## src/rtl/div_scan_ctrl.sv

```systemverilog
// ============================================================================
// Module   : div_scan_ctrl
// Purpose  : Scan/single-check sequencer for the even / divisible-by-3 LEDs,
//            with per-value hold timer and running hit counters.
// Option   : DIV_SCAN_PAUSE_EN adds a pause input that freezes the hold timer.
// Revision : 1.0 - initial release
// ============================================================================
`default_nettype none

module div_scan_ctrl #(
   parameter int HOLD_CYCLES = 50_000_000
) (
   input  logic       clk,
   input  logic       rst_n,
   input  logic       start,
   input  logic       mode,
   input  logic [3:0] sw,
`ifdef DIV_SCAN_PAUSE_EN
   input  logic       pause,
`endif
   output logic [3:0] val,
   output logic       led1,
   output logic       led2,
   output logic       busy,
   output logic       done,
   output logic [3:0] even_cnt,
   output logic [3:0] div3_cnt
);

   localparam int            c_TW   = (HOLD_CYCLES > 1) ? $clog2(HOLD_CYCLES) : 1;
   localparam logic [c_TW-1:0] c_LAST = c_TW'(HOLD_CYCLES - 1);

   typedef enum logic [1:0] {
      S_IDLE = 2'd0,
      S_SHOW = 2'd1,
      S_DONE = 2'd2
   } state_t;

   function automatic logic f_even(input logic [3:0] v);
      return (v[0] == 1'b0) && (v != 4'd0);
   endfunction

   function automatic logic f_div3(input logic [3:0] v);
      return ((v % 4'd3) == 4'd0) && (v != 4'd0);
   endfunction

   state_t          r_state;
   logic [c_TW-1:0] r_timer;
   logic            r_mode;
   logic [3:0]      r_val;
   logic            r_led1;
   logic            r_led2;
   logic            r_busy;
   logic            r_done;
   logic [3:0]      r_even_cnt;
   logic [3:0]      r_div3_cnt;

   logic            w_pause;
   logic [3:0]      w_load;
   logic [3:0]      w_next;

`ifdef DIV_SCAN_PAUSE_EN
   assign w_pause = pause;
`else
   assign w_pause = 1'b0;
`endif

   assign w_load = mode ? 4'd1 : sw;
   assign w_next = r_val + 4'd1;

   always_ff @(posedge clk or negedge rst_n) begin
      if (!rst_n) begin
         r_state    <= S_IDLE;
         r_timer    <= '0;
         r_mode     <= 1'b0;
         r_val      <= 4'd0;
         r_led1     <= 1'b0;
         r_led2     <= 1'b0;
         r_busy     <= 1'b0;
         r_done     <= 1'b0;
         r_even_cnt <= 4'd0;
         r_div3_cnt <= 4'd0;
      end else begin
         case (r_state)
            S_IDLE: begin
               if (start) begin
                  r_val      <= w_load;
                  r_led1     <= f_even(w_load);
                  r_led2     <= f_div3(w_load);
                  r_even_cnt <= {3'b000, f_even(w_load)};
                  r_div3_cnt <= {3'b000, f_div3(w_load)};
                  r_mode     <= mode;
                  r_timer    <= '0;
                  r_busy     <= 1'b1;
                  r_state    <= S_SHOW;
               end
            end
            S_SHOW: begin
               // A paused cycle leaves every piece of visible state untouched.
               if (!w_pause) begin
                  if (r_timer == c_LAST) begin
                     r_timer <= '0;
                     if (r_mode && (r_val != 4'd15)) begin
                        r_val      <= w_next;
                        r_led1     <= f_even(w_next);
                        r_led2     <= f_div3(w_next);
                        r_even_cnt <= r_even_cnt + {3'b000, f_even(w_next)};
                        r_div3_cnt <= r_div3_cnt + {3'b000, f_div3(w_next)};
                     end else begin
                        r_led1  <= 1'b0;
                        r_led2  <= 1'b0;
                        r_busy  <= 1'b0;
                        r_done  <= 1'b1;
                        r_state <= S_DONE;
                     end
                  end else begin
                     r_timer <= r_timer + 1'b1;
                  end
               end
            end
            S_DONE: begin
               r_done  <= 1'b0;
               r_state <= S_IDLE;
            end
            default: begin
               r_state <= S_IDLE;
            end
         endcase
      end
   end

   assign val      = r_val;
   assign led1     = r_led1;
   assign led2     = r_led2;
   assign busy     = r_busy;
   assign done     = r_done;
   assign even_cnt = r_even_cnt;
   assign div3_cnt = r_div3_cnt;

endmodule

`default_nettype wire

```

## config.mk

```make
export PLATFORM = sky130hd
export DESIGN_NAME = div_scan_ctrl
export DESIGN_NICKNAME = d
export VERILOG_FILES = /design/src/rtl/div_scan_ctrl.sv
export SDC_FILE = /design/constraint.sdc
export NUM_CORES = 1
export LEC_CHECK = 0
export CAP_MARGIN = 15
export CELL_PAD_IN_SITES_DETAIL_PLACEMENT = 1
export CELL_PAD_IN_SITES_GLOBAL_PLACEMENT = 2
export CORE_UTILIZATION = 36
export DETAILED_ROUTE_END_ITERATION = 16
export MAX_ROUTING_LAYER = met4
export PLACE_DENSITY_LB_ADDON = 0.1
export RECOVER_POWER = 100
export SYNTH_ARGS = -nofsm -noshare
export SYNTH_HDL_FRONTEND = slang
export SYNTH_SLANG_ARGS = --single-unit
```

## constraint.sdc

```tcl
create_clock -name clk -period 4.5 [get_ports clk]
set_clock_uncertainty 0.2 [all_clocks]
set_input_delay 1.35 -clock clk [delete_from_list [all_inputs] [get_ports clk]]
set_output_delay 1.35 -clock clk [all_outputs]
set_load 0.01 [all_outputs]
```

# Word level (Yosys, flattened, before mapping)
# Cells that the tools add are included.
# totals
out_inout_bits	16
input_bits	8
word_cells	80
register_bits	45
# op_classes
bitwise	2
n_div	2
eq_ne	8
add_sub_neg	4
n_reduce_logical	19
mux	35
# op_table
cell	n
26-bit 2-to-1 mux	2
26-bit case mux with 2 select lines	1
4-bit 2-to-1 mux	10
26-bit by 1-bit adder with 26-bit output, second input constant	1
26-bit == test, second input constant	1
4-bit case mux with 2 select lines	3
1-bit 2-to-1 mux	11
3-bit AND reduction	3
4-bit by 1-bit adder with 4-bit output	2
4-bit logical NOT	2
4-bit by 2-bit remainder unit with 4-bit output, second input constant	2
2-bit inequality test, second input constant	4
1-bit case mux with 2 select lines	4
4-bit AND reduction	2
4-bit nonzero test	2
2-bit 2-to-1 mux	3
1-bit logical AND	5
4-bit by 1-bit adder with 4-bit output, second input constant	1
4-bit inequality test, second input constant	1
2-bit case mux with 2 select lines	1
2-bit AND reduction	2
2-bit nonzero test	2
2-bit by 1-bit == test with 1-bit output, second input constant	1
2-bit == test, second input constant	1
other kinds (2)	3

# Logic depth before layout (Yosys ltp)
# Gate-level depths: netlist (run 1).
# logic_depth
depth_word	8
mapped_depth	21
ltp_nobuf	20

# Worst setup path after synthesis (run 1)
# OpenSTA, ideal clock, no wires.
# synth_path
path_type	input port to flip-flop
from	input port mode
to	register r_led2, in the netlist led2
path_slack_ns	0.594
arrival_time_ns	3.583
required_time_ns	4.176
setup_time_ns	0.124
stages	12
n_path_buf	1
cell_sequence	buf_2 nor2b_1 ha_1 inv_1 ha_1 o211ai_1 o21ai_0 ha_1 a211oi_1 mux2_1 a31o_1 a211o_1
# synth_between
elab_chain_len	6
elab_cells_between_ends	7
classes_between	1 x div; 3 x mux; 3 x reduce/logical
# synth_lines
item	line_no	text
start, declared	16	input logic mode,
4-bit 2-to-1 mux (*)	68	assign w_load = mode ? 4'd1 : sw;
4-bit by 2-bit remainder unit with 4-bit output	44	return ((v % 4'd3) == 4'd0) && (v != 4'd0);
4-bit logical NOT	44	
1-bit logical AND (*)	44	
1-bit 2-to-1 mux (*)	86	if (start) begin
1-bit case mux with 2 select lines (*)	84	case (r_state)
end signal, assigned	89	r_led2 <= f_div3(w_load);
end signal, assigned	106	r_led2 <= f_div3(w_next);
end, declared	52	logic r_led2;
# Mark *: on every way between the ends. The rest lies on a longest branch, timed or not. The select of a mux whose other input is x is not followed.
# A chain may end at the register's enable or synchronous reset.

# Worst setup path in the final report (run 1)
# layout_path
from	input port sw[3]
to	register r_led2, in the netlist led2
# layout_between
elab_chain_len	6
elab_cells_between_ends	7
classes_between	1 x div; 3 x mux; 3 x reduce/logical
# layout_lines
item	line_no	text
start, declared	17	input logic [3:0] sw,
4-bit 2-to-1 mux (*)	68	
4-bit by 2-bit remainder unit with 4-bit output	44	
4-bit logical NOT	44	
1-bit logical AND (*)	44	
1-bit 2-to-1 mux (*)	86	
1-bit case mux with 2 select lines (*)	84	
# Marked as above.

==> flow_summary.ini, run 1 <==
[detailed_routing]
vias = 2531
first_pass_iters = 4
drtIter0Drc = 114
wirelength_mm = 7.964
drc = 0
routedWlPerCell_um = 17.13
via_per_inst = 5.443
drtAntennaViolNets = 0

[yosys]
yosysUniqueCellTypes = 56
synthTopCellsByCount = 45 x dfrtp_1, 43 x nor2_1, 27 x nand2_1, 18 x a21oi_1, 18 x nand3_1
synthCells = 330
synth.most_common_cell = dfrtp_1
synth_seq_cells = 45
synth-edff-count = 0
syn-num-nets = 351
ys_warn_count = 0
syn_area_sq_um = 2920
syn_avg_cell_area_sq_um = 8.849
yosys.area.top_type_share = 0.3856
yosysSeqAreaShare = 0.3856
netlist_top_cells_area = dfrtp_1 39%, ha_1 5.6%, nor2_1 5.5%, xnor2_1 4.2%, nand2_1 3.5%
synthArstFlopShare = 1.000
synth_top_area_cell = dfrtp_1
synthFlopType = dfrtp_1

[worst_setup_path]
cp_num_buf_inv = 2
path_cells = clkdlybuf4s50_1 -> nand2b_1 -> nor2_1 -> ha_1 -> inv_1 -> ha_1 -> o211ai_1 -> o21ai_0 -> ha_1 -> a211oi_1 -> mux2_1 -> a31o_1 -> a211o_1
end_kind = register
crit_type = in -> reg
path_max_fanout = 6
crit_top_cell = ha_1
crit_slowest_cell = clkdlybuf4s50_1
slowest_delay_ps = 460
crit_arrival_ps = 4190
required_ps = 4480
startpoint_type = input port
critPathTopFamily = compound AO/OA/AOI/OAI gates

[placed_design]
dp_worst_setup_slack_ps = -40.40
placed_area_sq_um = 3324
port_buffers = 23
gp_congestion = 0.7955
hpwlAfterDp_mm = 6.147

[power]
netSwitchingPower_mw = 0.1656
ir_worst_vdd_mv = 0.09532
switching_share = 0.2290
powerDensity_nw_per_um2 = 214.5
pwr-share-clk = 0.388
p_seq_frac = 0.559
p_int_mw = 0.5576
leakagePower_nw = 1.509
p_comb_frac = 0.053

[clocking]
cts.reportedPaths.clkPinSlew_ps = 90
clock-sinks = 45
cts_tree = yes
postCtsSetupRepairBufs = 0
cts.htree.levels = 2
cts_buffers = 5
worstSkewPairLatency_ps = 300
root_buffer = clkbuf_8
postCtsResizedCells = 0
ctsHoldBuffers = 0
clock_path_buffers = 2

[layout]
area_growth_pct = 15.47
nFillCells = 937
design_area_sq_um = 3372
antennaDiodeCount = 0
finalNetCount = 383
drive_above_1_share = 0.07438

[floorplanning]
ios = 24
fp-row-count = 32
core_sq_um = 7767
die_y_um = 92.07
fp.dieW_um = 92.07
dieArea_sq_um = 8476
initial_core_util = 0.3760

[timing]
timing.final.crit_share = 0.9375
slew_violations = 0
slew_headroom = 0.06812
worst_slack_ps = 281.4
rsz0062_at_grt = no
tightest_slew_ps = 1398
setup_violations = 0
fmax_mhz = 237.0
finalHoldViolCount = 0
period_minus_slack_ps = 4219

[grt]
globalRouteMet2Util = 0.3284
first_global_vias = 2635
grt.busiest_layer = met2
antenna_found_initial = 0
grt_util_met3 = 0.03400
grtUsageMet1 = 0.2861
grt.total_usage = 0.2113
grt_pass1_wl_mm = 13.57
grt_max_degree = 26
grt-ovfl-total = 0

[run]
maxCapViolations = 0

[run_status]
status = finished clean

[hold_path]
hp-class = reg -> reg
## state kept, by name, summed over array words and instances, names as in the netlist
signal    count
r_state       2
busy          1
even_cnt      4
r_mode        1
val           4
div3_cnt      4
done          1
led2          1
r_timer      26
led1          1
## worst paths after layout
| kind | from | to | slack [ps] | cells after the start |
|---|---|---|---|---|
| hold reg to reg | busy$_DFFE_PN0P_ | busy$_DFFE_PN0P_ | 280 | 1 |
| setup reg to reg | val[0]$_DFFE_PN0P_ | div3_cnt[3]$_DFFE_PN0P_ | 430 | 19 |
| max in group asynchronous | rst_n | val[2]$_DFFE_PN0P_ | 1170 | 2 |
| setup / recovery | sw[3] | led2$_DFFE_PN0P_ | 280 | 13 |
| hold / removal | busy$_DFFE_PN0P_ | busy$_DFFE_PN0P_ | 280 | 1 |
| min in group asynchronous | rst_n | div3_cnt[2]$_DFFE_PN0P_ | 1060 | 1 |
## metal layers
layer,routed length [um],up-vias,part of all wire
li1,-,1247,-
met1,4066,1246,0.51
met2,3599,29,0.45
met3,175,9,0.022
met5,0,-,0
met4,122,0,0.015
## power groups by stage
| stage | logic [mW] | clock network, mW | registers (mW) |
|---|---|---|---|
| after floorplan | 0.0164 | 0 | 0.412 |
| after global placement | 0.0386 | 0 | 0.412 |
| after detailed placement | 0.0401 | 0 | 0.412 |
| after CTS | 0.0405 | 0.290 | 0.404 |
| after global routing | 0.0439 | 0.302 | 0.404 |
| final | 0.0385 | 0.281 | 0.404 |
## stage by stage
step	hold slack (ps)	utilization	cells	TNS, ps	power [mW]
global placement	261.4	0.4280	457	0	0.4506
CTS	290.2	0.4410	465	0	0.7345
floorplan	250.5	-	330	0	0.4285
finish	280.9	0.4341	465	0	0.7232
global route	321.2	0.4341	465	0	0.7500
detailed placement	268.7	0.4280	457	-40.40	0.4522
## layout make-up
| class | count | area, sq um | area share |
|---|---|---|---|
| Sequential cell | 45 | 1126 | 0.3340 |
| Clock buffer | 7 | 96.34 | 0.02857 |
| Tap cell | 102 | 127.6 | 0.03785 |
| Multi-Input combinational cell | 257 | 1643 | 0.4872 |
| Timing Repair Buffer | 36 | 310.3 | 0.09202 |
| Inverter | 17 | 63.81 | 0.01892 |
| Clock inverter | 1 | 5.005 | 0.001484 |
## logic make-up after synthesis
group                    after synthesis  synth area share
AND/OR/NAND/NOR                      143            0.2699
multiplexers                           4           0.01457
XOR/XNOR                              23           0.06898
AO/OA/AOI/OAI                         74            0.1675
adder cells (fa/ha/maj)               13           0.05570
buffers and inverters                 28           0.03770
flip-flops                            45            0.3856
## cells in the final DEF (no fill, tap or decap), types with 2 or more instances in the layout
cell type / instances
nor4_4: 2
clkbuf_8: 7
nor3_1: 6
a22o_1: 2
o21ai_1: 2
a22oi_1: 2
o32ai_1: 2
a211oi_1: 2
o31ai_1: 2
o221ai_1: 2
mux2i_1: 2
inv_1: 16
o211ai_1: 2
nor2b_1: 6
o21ai_0: 21
nand2b_1: 2
o22ai_1: 5
xnor2_1: 14
nor2_1: 43
a31oi_1: 4
clkdlybuf4s50_1: 5
buf_4: 10
dfrtp_1: 45
nand4_1: 6
nor4_1: 4
and3_1: 6
ha_1: 13
nand2_1: 28
clkbuf_1: 4
or3b_1: 2
nand3_1: 18
a21oi_1: 18
or3_1: 9
dlygate4sd3_1: 17
xor2_1: 9
a211o_1: 2
Note: power is estimated with default switching activity, not from simulation.
==> run 2, diff against run 1 <==
--- a/config.mk
+++ b/config.mk
@@ -8,8 +8,9 @@
 export CAP_MARGIN = 15
 export CELL_PAD_IN_SITES_DETAIL_PLACEMENT = 1
 export CELL_PAD_IN_SITES_GLOBAL_PLACEMENT = 2
-export CORE_UTILIZATION = 36
+export CORE_UTILIZATION = 39
 export DETAILED_ROUTE_END_ITERATION = 16
+export DONT_BUFFER_PORTS = 1
 export MAX_ROUTING_LAYER = met4
 export PLACE_DENSITY_LB_ADDON = 0.1
 export RECOVER_POWER = 100
==> flow_summary.ini, run 2 (synthesis gave the netlist of run 1 again) <==
[power]
p_comb_frac = 0.023
ir_worst_vdd_mv = 0.1332
leakagePower_nw = 1.349
powerDensity_nw_per_um2 = 259.5
netSwitchingPower_mw = 0.1683
pwr-share-clk = 0.475
p_seq_frac = 0.502
switching_share = 0.2093
p_int_mw = 0.6360

[placed_design]
port_buffers = 0
gp_congestion = 0.8342
placed_area_sq_um = 3013
hpwlAfterDp_mm = 5.608
dp_worst_setup_slack_ps = 194.7

[worst_setup_path]
startpoint_type = register
required_ps = 4530
crit_type = reg -> reg
end_kind = register
crit_arrival_ps = 4200
reg2reg_slack_ps = 330
path_max_fanout = 10

[clocking]
clock_path_buffers = 2
clock-sinks = 45
root_buffer = clkbuf_8
cts_tree = yes
postCtsSetupRepairBufs = 0
cts.reportedPaths.clkPinSlew_ps = 100
cts_buffers = 5
cts.htree.levels = 2
worstSkewPairLatency_ps = 310

[detailed_routing]
drtAntennaViolNets = 0
wirelength_mm = 7.628
via_per_inst = 5.647
drc = 0
drtIter0Drc = 114
vias = 2417
routedWlPerCell_um = 17.82
first_pass_iters = 4

[timing]
rsz0062_at_grt = no
slew_headroom = 0.1335
worst_slack_ps = 330.3
period_minus_slack_ps = 4170
timing.final.crit_share = 0.9266
finalHoldViolCount = 0
tightest_slew_ps = 1286
hold-worst-slack_ps = 310.9
setup_violations = 0
setup_tns_ps = 0
fmax_mhz = 239.8
slew_violations = 0

[floorplanning]
initial_core_util = 0.4026
die_y_um = 88.53
fp.dieW_um = 88.53
fp-row-count = 31
ios = 24
dieArea_sq_um = 7838
core_sq_um = 7253

[grt]
antenna_found_initial = 0
grt_pass1_wl_mm = 12.36
first_global_vias = 2343
grt.total_usage = 0.2168
grt_max_degree = 46
grt-ovfl-total = 0

[layout]
area_growth_pct = 6.127
drive_above_1_share = 0.06383
finalNetCount = 349
nFillCells = 886
layout_common_cells = 45 x dfrtp_1, 43 x nor2_1, 28 x nand2_1
antennaDiodeCount = 0
largest_register = r_timer
design_area_sq_um = 3099
mostFrequentLayoutCell = dfrtp_1
largest_reg_flops = 26

[hold_path]
hp-class = reg -> reg

[run]
maxCapViolations = 0

[run_status]
status = finished clean
## run 2: cell count changes in the layout (fill, tap and decap cells not counted), sizes merged
cell / delta
buf: -8
bufinv: +2
clkbuf: -6
clkdlybuf4s50: -5
clkinv: -1
dlygate4sd3: -17
inv: +1
## run 2: worst max-delay path, cell delays in order, from the launching register on
cell     delay [ps]
dfrtp_1         400
ha_2            250
nor2b_2         180
a21oi_1         230
o22ai_1         170
ha_1            220
inv_1            50
ha_1            200
o221a_2         240
xnor2_1         170
ha_1            280
nor2_1          120
inv_1            60
o32ai_2         270
mux2i_1         130
nor2b_1         140
ha_1            200
nand3_1         100
or3_1           310
a21oi_1         150
## run 2: worst paths after layout
path,endpoint,cells after the start,from
max,div3_cnt[3]$_DFFE_PN0P_,19,val[0]$_DFFE_PN0P_
min,r_timer[6]$_DFFE_PN0P_,1,r_timer[6]$_DFFE_PN0P_
max reg2reg,div3_cnt[3]$_DFFE_PN0P_,19,val[0]$_DFFE_PN0P_
min reg2reg,r_timer[6]$_DFFE_PN0P_,1,r_timer[6]$_DFFE_PN0P_
max in group asynchronous,r_timer[13]$_DFFE_PN0P_,0,rst_n
min in group asynchronous,r_timer[1]$_DFFE_PN0P_,0,rst_n
## run 2: layout make-up
type	instances	area (sq um)	share of cell area
sequential	45	1126	0.3633
clock buffer	5	68.82	0.02220
clock inverter	3	68.82	0.02220
inverter	17	63.81	0.02059
tap	99	123.9	0.03997
timing repair buffer	2	15.01	0.004845
multi-input combinational	257	1633	0.5268
## run 2: layer usage
| layer | vias to the layer above | global-route usage | wire (um) |
|---|---|---|---|
| met2 | 48 | 0.3189 | 3386 |
| met3 | 8 | 0.03545 | 297 |
| li1 | 1180 | - | - |
| met5 | - | - | 0 |
| met4 | 0 | 0.05718 | 97 |
| met1 | 1181 | 0.3077 | 3847 |
## run 2: power by group through the flow
stage / clock network (mW) / logic (mW) / registers (mW)
4_1_cts: 0.391 / 0.0187 / 0.404
3_5_place_dp: 0 / 0.0186 / 0.412
3_3_place_gp: 0 / 0.0188 / 0.412
6_report: 0.382 / 0.0185 / 0.404
5_1_grt: 0.406 / 0.0211 / 0.404
2_1_floorplan: 0 / 0.0164 / 0.412
## run 2: timing repair
action	4_1_cts	5_1_grt
resized for setup	0	3
hold buffers	0	0
setup endpoints to repair	0	3
## run 2: stage by stage
stage	utilization	std cells	power, mW
after floorplan	-	330	0.4285
after global placement	0.4154	420	0.4310
after detailed placement	0.4154	420	0.4308
after CTS	0.4344	428	0.8138
after global routing	0.4273	428	0.8313
final	0.4273	428	0.8043
